$ cat src/rtl/rv32_pkg.sv
// rtl/rv32_pkg.sv - shared core constants: XLEN, RV32M funct3 encodings, muldiv FSM states
package rv32_pkg;

  localparam int XLEN = 32;

  localparam logic [2:0] F3_MUL    = 3'b000;
  localparam logic [2:0] F3_MULH   = 3'b001;
  localparam logic [2:0] F3_MULHSU = 3'b010;
  localparam logic [2:0] F3_MULHU  = 3'b011;
  localparam logic [2:0] F3_DIV    = 3'b100;
  localparam logic [2:0] F3_DIVU   = 3'b101;
  localparam logic [2:0] F3_REM    = 3'b110;
  localparam logic [2:0] F3_REMU   = 3'b111;

  typedef enum logic [1:0] {
    MD_IDLE = 2'd0,
    MD_CALC = 2'd1,
    MD_DONE = 2'd2
  } md_state_e;

endpackage

$ cat src/rtl/rv32_muldiv_negate.sv
// rtl/rv32_muldiv_negate.sv - conditional two's-complement, used for operand magnitudes and result sign fix
module rv32_muldiv_negate #(
  parameter int W = 32
) (
  input  logic         i_neg,
  input  logic [W-1:0] i_val,
  output logic [W-1:0] o_val
);

  assign o_val = i_neg ? -i_val : i_val;

endmodule

$ cat src/rtl/rv32_muldiv.sv
// rtl/rv32_muldiv.sv - iterative RV32M multiply/divide unit: 32-step shift-add multiply, restoring divide
module rv32_muldiv #(
  parameter int XLEN  = 32,
  parameter int CNT_W = 6
) (
  input  logic            i_clk,
  input  logic            i_rst_n,
  input  logic            i_start,
  input  logic [2:0]      i_funct3,
  input  logic [XLEN-1:0] i_rs1,
  input  logic [XLEN-1:0] i_rs2,
  input  logic [4:0]      i_rd,
  input  logic            i_flush,
  output logic            o_busy,
  output logic            o_valid,
  output logic            o_write,
  output logic [4:0]      o_rd,
  output logic [XLEN-1:0] o_result
);
  import rv32_pkg::*;

  md_state_e           state_q, state_d;
  logic [2:0]          f3_q, f3_d;
  logic [4:0]          rd_q, rd_d;
  logic [XLEN-1:0]     a_q, a_d, b_q, b_d, res_q, res_d;
  logic [2*XLEN-1:0]   acc_q, acc_d;
  logic [CNT_W-1:0]    cnt_q, cnt_d;
  logic                neg_q, neg_d;

  logic                signed1, signed2, s1, s2, is_rem_in, div_zero, div_ovf, accept;
  logic [XLEN-1:0]     mag1, mag2;

  assign signed1   = !(i_funct3 == F3_MULHU || i_funct3 == F3_DIVU || i_funct3 == F3_REMU);
  assign signed2   = (i_funct3 == F3_MUL || i_funct3 == F3_MULH ||
                      i_funct3 == F3_DIV || i_funct3 == F3_REM);
  assign s1        = signed1 & i_rs1[XLEN-1];
  assign s2        = signed2 & i_rs2[XLEN-1];
  assign is_rem_in = i_funct3[2] & i_funct3[1];
  assign div_zero  = i_funct3[2] && (i_rs2 == '0);
  assign div_ovf   = (i_funct3 == F3_DIV || i_funct3 == F3_REM) &&
                     (i_rs1 == {1'b1, {(XLEN-1){1'b0}}}) && (i_rs2 == '1);
  assign accept    = i_start && !i_flush && (state_q != MD_CALC);

  rv32_muldiv_negate #(.W(XLEN)) u_mag1 (.i_neg(s1), .i_val(i_rs1), .o_val(mag1));
  rv32_muldiv_negate #(.W(XLEN)) u_mag2 (.i_neg(s2), .i_val(i_rs2), .o_val(mag2));

  // Multiply step: acc = {partial_hi, multiplier bits still to consume}.
  logic [XLEN:0]       mul_sum;
  logic [2*XLEN-1:0]   mul_next;
  assign mul_sum  = {1'b0, acc_q[2*XLEN-1:XLEN]} + (acc_q[0] ? {1'b0, a_q} : '0);
  assign mul_next = {mul_sum, acc_q[XLEN-1:1]};

  // Divide step: acc = {remainder, dividend bits shifting out / quotient bits shifting in}.
  logic [XLEN:0]       div_r;
  logic                div_ge;
  logic [XLEN-1:0]     div_diff;
  logic [2*XLEN-1:0]   div_next;
  assign div_r    = acc_q[2*XLEN-1:XLEN-1];
  assign div_ge   = div_r >= {1'b0, b_q};
  assign div_diff = div_r[XLEN-1:0] - b_q;
  assign div_next = div_ge ? {div_diff, acc_q[XLEN-2:0], 1'b1}
                           : {div_r[XLEN-1:0], acc_q[XLEN-2:0], 1'b0};

  logic [2*XLEN-1:0]   step, fin_sel, fin_neg;
  logic [XLEN-1:0]     fin_res;
  assign step    = f3_q[2] ? div_next : mul_next;
  assign fin_sel = f3_q[2] ? {{XLEN{1'b0}}, (f3_q[1] ? step[2*XLEN-1:XLEN] : step[XLEN-1:0])}
                           : step;

  rv32_muldiv_negate #(.W(2*XLEN)) u_fix (.i_neg(neg_q), .i_val(fin_sel), .o_val(fin_neg));

  assign fin_res = (f3_q[2] || f3_q == F3_MUL) ? fin_neg[XLEN-1:0] : fin_neg[2*XLEN-1:XLEN];

  always_comb begin
    state_d = state_q;
    f3_d    = f3_q;
    rd_d    = rd_q;
    a_d     = a_q;
    b_d     = b_q;
    acc_d   = acc_q;
    cnt_d   = cnt_q;
    neg_d   = neg_q;
    res_d   = res_q;

    case (state_q)
      MD_CALC: begin
        acc_d = step;
        cnt_d = cnt_q + 1'b1;
        if (cnt_q == CNT_W'(XLEN-1)) begin
          state_d = MD_DONE;
          res_d   = fin_res;
          cnt_d   = '0;
        end
      end
      default: state_d = MD_IDLE;
    endcase

    if (accept) begin
      f3_d  = i_funct3;
      rd_d  = i_rd;
      a_d   = mag1;
      b_d   = mag2;
      cnt_d = '0;
      neg_d = (i_funct3[2] && is_rem_in) ? s1 : (s1 ^ s2);
      acc_d = i_funct3[2] ? {{XLEN{1'b0}}, mag1} : {{XLEN{1'b0}}, mag2};
      if (div_zero) begin
        state_d = MD_DONE;
        res_d   = is_rem_in ? i_rs1 : '1;
      end else if (div_ovf) begin
        state_d = MD_DONE;
        res_d   = is_rem_in ? '0 : i_rs1;
      end else begin
        state_d = MD_CALC;
      end
    end

    if (i_flush) begin
      state_d = MD_IDLE;
      cnt_d   = '0;
    end
  end

  always_ff @(posedge i_clk or negedge i_rst_n) begin
    if (!i_rst_n) begin
      state_q <= MD_IDLE;
      f3_q    <= '0;
      rd_q    <= '0;
      a_q     <= '0;
      b_q     <= '0;
      acc_q   <= '0;
      cnt_q   <= '0;
      neg_q   <= 1'b0;
      res_q   <= '0;
    end else begin
      state_q <= state_d;
      f3_q    <= f3_d;
      rd_q    <= rd_d;
      a_q     <= a_d;
      b_q     <= b_d;
      acc_q   <= acc_d;
      cnt_q   <= cnt_d;
      neg_q   <= neg_d;
      res_q   <= res_d;
    end
  end

  assign o_busy   = (state_q == MD_CALC);
  assign o_valid  = (state_q == MD_DONE);
  assign o_write  = o_valid && (rd_q != 5'd0);
  assign o_rd     = rd_q;
  assign o_result = res_q;

endmodule

$ cat config.mk
export PLATFORM = sky130hd
export DESIGN_NAME = rv32_muldiv
export DESIGN_NICKNAME = d
export VERILOG_FILES = /design/src/rtl/rv32_pkg.sv /design/src/rtl/rv32_muldiv_negate.sv /design/src/rtl/rv32_muldiv.sv
export SDC_FILE = /design/constraint.sdc
export NUM_CORES = 1
export LEC_CHECK = 0
export BUFFER_PORTS_ARGS = -buffer_cell sky130_fd_sc_hd__buf_4
export CAP_MARGIN = 20
export CORE_MARGIN = 8
export CORE_UTILIZATION = 42
export CTS_BUF_LIST = sky130_fd_sc_hd__clkbuf_4
export DETAILED_ROUTE_END_ITERATION = 7
export PLACE_DENSITY_LB_ADDON = 0.3
export SYNTH_ARGS = -nofsm -noshare
export SYNTH_HDL_FRONTEND = slang
export SYNTH_SLANG_ARGS = --single-unit
$ cat constraint.sdc
create_clock -name i_clk -period 5.4 [get_ports i_clk]
set_input_delay 0 -clock i_clk [delete_from_list [all_inputs] [get_ports i_clk]]
set_output_delay 0 -clock i_clk [all_outputs]
set_load 0.02 [all_outputs]
; Word-level counts from Yosys, hierarchy flattened
; Cells that the tools add are included.
[op_classes]
eq_ne = 13
bitwise_logic = 4
n_mux = 30
n_div = 0
mul = 0
shift = 0
addsub = 6
reduce_logical = 22
magnitude_cmp = 1
[op_table]
columns = cell, n
row1 = $mux 32, 13
row2 = $mux 64, 6
row3 = $eq 32x32->1 const B, 2
row4 = $neg 32->32, 2
row5 = $neg 64->64, 1
row6 = $add 32x32->33, 1
row7 = $ge 33x32->1, 1
row8 = $logic_not 32->1, 1
row9 = $sub 32x32->32, 1
row10 = $mux 6, 4
row11 = $eq 3x3->1 const B, 4
row12 = $mux 2, 6
row13 = $logic_and 1x1->1, 7
row14 = $logic_or 1x1->1, 7
row15 = $add 6x1->6 const B, 1
row16 = $eq 6x5->1 const B, 1
row17 = $logic_not 3->1, 2
row18 = $reduce_bool 5->1, 1
row19 = $ne 4x2->1 const B, 1
row20 = $and 1x1->1, 3
row21 = $eq 3x1->1 const B, 1
row22 = $eq 3x2->1 const B, 1
row23 = $reduce_bool 3->1, 1
row24 = $eq 2x1->1 const B, 1
row25 = 6 further kinds, 7
[word_totals]
mem_bits_ro = 0
ff_bits = 177
inputBits = 76
ramBits = 0
mem_count = 0
latch_bits = 0
out_inout_bits = 40
word_cells = 85

; Longest topological paths before layout
[logic_depth]
word_depth = 13
depth_mapped = 25
ltp_nobuf = 21

; By module
; From an unflattened synthesis, not the netlist that was laid out.
[hier_totals]
hier_cells = 2072
area_unflattened_um2 = 16390.7
[by_module_without_submodules]
columns = mod, cells_each, n_inst, area_per_inst_um2, seq_area_each_um2
row1 = rv32_muldiv, 1658, 1, 13402.9, 4429.2
row2 = rv32_muldiv_negate (u_mag1 ...), 108, 2, 767.0, 0.0
row3 = rv32_muldiv_negate (u_fix), 198, 1, 1453.9, 0.0

; Worst setup path after synthesis
; Ideal clock, no wire load.
[synth_path]
kind = register -> register
from = register acc_q[61]
to = register res_q[20], in the netlist o_result[20]
setup_slack_ns = 0.212
stages_incl_launch_ff = 22
synth_period_minus_slack_ns = 5.188
t_arrival_ns = 5.070
setup_time_ns = 0.118
cell_sequence = dfrtp_1 ha_1 buf_6 a21o_1 a211o_1 a31oi_2 nand3_2 or4_1 o311ai_1 ha_1 nand2_1 a21o_1 a211oi_1 a211oi_1 or2_2 nor3_1 nand4_1 nor4_1 clkbuf_1 nand3_1 mux2i_1 a21o_1
[synth_between]
elab_chain_len = 13
elab_cells_between_ends = 15
[synth_rtl]
columns = item, line_no
row1 = from (decl), rv32_muldiv.sv:26  ; logic [2*XLEN-1:0] acc_q, acc_d;
row2 = from (signal assigned), rv32_muldiv.sv:130  ; acc_q <= '0;
row3 = from (signal assigned), rv32_muldiv.sv:140  ; acc_q <= acc_d;
row4 = $sub 32x32->32 / $ge 33x32->1 (equally long branches), "rv32_muldiv.sv:60, rv32_muldiv.sv:59"
row5 = $mux 64, rv32_muldiv.sv:61  ; assign div_next = div_ge ? {div_diff, acc_q[XLEN-2:0], 1'b1}
row6 = $mux 64 (*), rv32_muldiv.sv:66  ; assign step = f3_q[2] ? div_next : mul_next;
row7 = $mux 32, rv32_muldiv.sv:67  ; assign fin_sel = f3_q[2] ? {{XLEN{1'b0}}, (f3_q[1] ? step[2*XLEN-1:XLEN] : step[XLEN-1:0])}
row8 = $mux 64 (*), rv32_muldiv.sv:67
row9 = $neg 64->64, rv32_muldiv_negate.sv:10  ; assign o_val = i_neg ? -i_val : i_val;
row10 = $mux 64 (*), rv32_muldiv_negate.sv:10
row11 = $mux 32 (*), rv32_muldiv.sv:72  ; assign fin_res = (f3_q[2] || f3_q == F3_MUL) ? fin_neg[XLEN-1:0] : fin_neg[2*XLEN-1:XLEN];
row12 = $mux 32 (*), rv32_muldiv.sv:89  ; if (cnt_q == CNT_W'(XLEN-1)) begin
row13 = $mux 32 (*), rv32_muldiv.sv:85  ; case (state_q)
row14 = $mux 32, rv32_muldiv.sv:109  ; end else if (div_ovf) begin
row15 = $mux 32, rv32_muldiv.sv:106  ; if (div_zero) begin
row16 = $mux 32 (*), rv32_muldiv.sv:98  ; if (accept) begin
row17 = named net res_d[20], rv32_muldiv.sv:25  ; logic [XLEN-1:0] a_q, a_d, b_q, b_d, res_q, res_d;
row18 = to (signal assigned), rv32_muldiv.sv:143  ; res_q <= res_d;
row19 = to (decl), rv32_muldiv.sv:25
; The timed path passes the listed nets; every way through them passes the cells marked *.
; A chain may end at the register's enable or synchronous reset.

; Worst setup path in the final report
[layout_path]
from = register acc_q[31]
to = register res_q[13], in the netlist o_result[13]
; The elaborated chain is that of the path after synthesis.

==> impl_metrics.csv <==
group,metric,value,unit
setup_path,crit_path_start_kind,"flip-flop",
power,p_total,10000,uW
cts,root_buffer,"clkbuf_4",
grt,grtUsageTotal,34.3,%
cts,clock_latency,0.72,ns
setup_path,cp.arrival,5.83,ns
layout,instances_no_fill,3111,
logic_synthesis,avgSynthCellArea,7.37,um2
logic_synthesis,seq_area_frac_synth,26.1,%
logic_synthesis,synth_ff_type,"dfrtp_1",
power,total_leakage_power,0.00884,uW
routing,wirelength,82.9,mm
routing,drcViolationCount,0,
routing,ant_nets,0,
floorplan,die_w,217,um
logic_synthesis,yosys_warnings,0,
logic_synthesis,synth_edf_count,0,
logic_synthesis,synthesis.area,0.0169,mm2
run_status,status,"finished clean",
grt,grt_pass1_wl,122,mm
setup_path,rr_startpoint,"acc_q[31]$_DFFE_PN0P_",
cts,cts_tree,"yes",
setup_path,end_kind,"flip-flop",
logic_synthesis,yosysTopAreaCell,"dfrtp_1",
timing,tightest_slew,1.07,ns
placed_design,place_inst,2966,
floorplan,die_h,217,um
setup_path,worstReg2RegEnd,"o_result[13]$_DFF_PN0_",
min_path,min_to,"cnt_q[5]$_DFFE_PN0P_",
timing,fin_crit,5.22,ns
placed_design,gp_congestion,1.01,
timing,fin_crit_sh,96.7,%
layout,num-nets-final,2713,
logic_synthesis,yosysUniqueCellTypes,87,
min_path,hold_class,"in2reg",
power,p_per_area,484,mW/mm2
setup_path,critPathKind,"reg2reg",
setup_path,worstRegToRegCells,17,
min_path,hold_depth,3,
logic_synthesis,synth_most_common_cell,"nand2_1",
logic_synthesis,post-synth-top-area-fraction,26.1,%
timing,drv_slew,0,
logic_synthesis,async_reset_ff_share,100,%
setup_path,worstPathMaxFanout,4,
floorplan,dieArea,0.0470,mm2
routing,vias,19812,
setup_path,critical_path_required,6.01,ns
placed_design,hpwl,64.3,mm
min_path,holdCritStartpoint,"i_flush",
grt,grt_overflow_total,0,
layout,layout-drive-gt1-share,15.5,%
grt,antenna_found_initial,10,
run,max-cap-violations,0,
logic_synthesis,synth_commonest_cells,"311 x nand2_1, 221 x nor2_1, 221 x o21ai_0",
logic_synthesis,ys_ff_latch,177,
layout,syn_to_final_growth,22.4,%
floorplan,coreArea,0.0398,mm2
grt,grt_pass1_vias,18879,
timing,final.setup_skew,0.0366,ns
logic_synthesis,synth_nets,2447,
cts,cts_buffers,17,
routing,vias_per_cell,6.37,
timing,max-slew-margin-rel,28.1,%
floorplan,initial_core_util,42.5,%
timing,finalSetupViolCount,0,
routing,first_pass_iters,6,
logic_synthesis,ys_top_cells_by_area,"dfrtp_1 26%, nand2_1 6.9%, o21ai_0 6.5%, a21oi_1 5.6%, ha_1 5.1%",
cts,clock-sinks,177,
routing,wire_per_inst,26.6,um
cts,clockBufferDepth,2,
routing,drtIter0Drc,2375,
floorplan,rows,73,
timing,hold_slack,0.105,ns
placed_design,io_buffer_count,115,
power,peakVddDrop,0.000269,V
floorplan,ios,116,
cts,clk_pin_slew,0.20,ns
timing,finalHoldViolCount,0,
grt,grt_max_degree,81,
timing,fmax,192,MHz
setup_path,rrSetupSlack,0.18,ns
layout,fillerInstances,3891,
cts,htreeDepth,4,
logic_synthesis,synthCells,2300,
==> layout by cell type, fill, tap and decap left out, types with 7 or more instances in the layout <==
master and n:
mux2_2 10, o31ai_1 30, nand4b_1 7, a21o_1 37, dfrtp_1 175, o211ai_1 21
nor2b_1 13, a31oi_1 22, dlygate4sd3_1 102, inv_1 61, diode_2 7, ha_1 60
xnor2_1 61, a211oi_1 40, clkbuf_4 17, mux2i_1 57, xor2_1 56, nor2_1 217
nand4_1 32, o41ai_1 14, o22ai_1 22, or2_2 12, ha_2 9, nand2_1 310
o21ai_1 10, or4_1 13, nor3_1 66, o21a_1 22, nand3_1 44, nand2b_1 28
nor4_1 28, o221ai_1 12, and2_1 54, buf_4 284, a311oi_1 9, a21oi_1 186
and3_1 19, o21ai_0 217, a22oi_1 7, or3_1 23
==> metal layers <==
metal	vias up	share of wire, %	routed length (um)	global-route usage (%)
met4	12	5.7	4700	17.7
li1	8947	-	-	-
met2	1153	45	36900	53.1
met5	-	0.094	78	0
met3	238	9.3	7690	7.28
met1	9462	40	33500	44.8
==> per-stage QoR <==
step           worst slack, ns  setup TNS, ns  area [um2]  util [%]
2_1_floorplan            0.212              0       16900         -
3_3_place_gp           -0.0706        -0.0706       19200      48.2
3_5_place_dp            -0.147         -0.147       19200      48.2
4_1_cts                 0.0226              0       20600      51.6
5_1_grt                -0.0171        -0.0171       20700      52.0
6_report                 0.178              0       20700      52.1
==> state kept, by name, summed over array words and instances, names as in the netlist <==
signal	count
o_result	32
f3_q	3
neg_q	1
state_q	2
o_rd	5
b_q	32
a_q	32
acc_q	64
cnt_q	6
==> worst max-delay path: stages (launching register included) <==
cell and delay (ns):
dfrtp_1 0.45, inv_1 0.12, ha_1 0.17, inv_1 0.05, fa_1 0.42, a21o_1 0.21
a221oi_4 0.28, o22a_2 0.26, nand2b_1 0.13, a221o_1 0.38, or3_1 0.33, a211o_1 0.30
or3_1 0.34, or4_4 0.57, or3_4 0.38, o311a_1 0.34, o31ai_1 0.25, o211ai_1 0.12
==> cell type report <==
type	instances	area, um2	area share, %
multi-input cells	1919	11900	57.3
flip-flops and latches	177	4430	21.4
inverters	63	236	1.14
clock inverters	15	194	0.935
clock buffers	17	128	0.616
well taps	525	657	3.17
diodes	7	17.5	0.0845
repair buffers	388	3190	15.4
==> what timing repair did <==
item | 4_1_cts | 5_1_grt
buffers inserted | 0 | 3
hold endpoints to repair | 247 | 0
pin swaps | 0 | 5
setup endpoints to repair | 2 | 27
hold buffers | 103 | 0
resized for setup | 2 | 34
==> report_power, final <==
group | leakage (uW) | total [uW] | switching (uW) | internal [uW]
clock network | 0.000176 | 951 | 613 | 338
registers | 0.00216 | 1880 | 270 | 1610
logic | 0.00651 | 7210 | 4620 | 2580
total | 0.00884 | 10000 | 5510 | 4530
==> worst max path at each step <==
| stage | start | end | slack [ns] | cells after the start |
|---|---|---|---|---|
| floorplan | acc_q[61]$_DFFE_PN0P_ | o_result[20]$_DFF_PN0_ | 0.21 | 21 |
| global placement | b_q[28]$_DFFE_PN0P_ | o_result[24]$_DFF_PN0_ | -0.07 | 21 |
| detailed placement | b_q[28]$_DFFE_PN0P_ | o_result[24]$_DFF_PN0_ | -0.15 | 21 |
| CTS | acc_q[31]$_DFFE_PN0P_ | o_result[13]$_DFF_PN0_ | 0.02 | 17 |
| global route | acc_q[40]$_DFFE_PN0P_ | o_result[10]$_DFF_PN0_ | -0.02 | 23 |
| finish | acc_q[31]$_DFFE_PN0P_ | o_result[13]$_DFF_PN0_ | 0.18 | 17 |
==> kinds of logic (layout without fill, tap and decap cells) <==
group                      after synthesis  after routing  share of synthesized area, %
AOI/OAI and AO/OA                      752            752                          28.1
xor gates and xnor gates               117            117                          6.05
adders and majority gates               71             71                          5.33
buffers and inverters                  204            483                          4.85
DFF                                    177            177                          26.1
muxes                                   67             67                          4.03
other                                    0              7                             0
and+or+nand+nor                        912            912                          25.5
No activity file was read; power rests on OpenSTA's default activity.
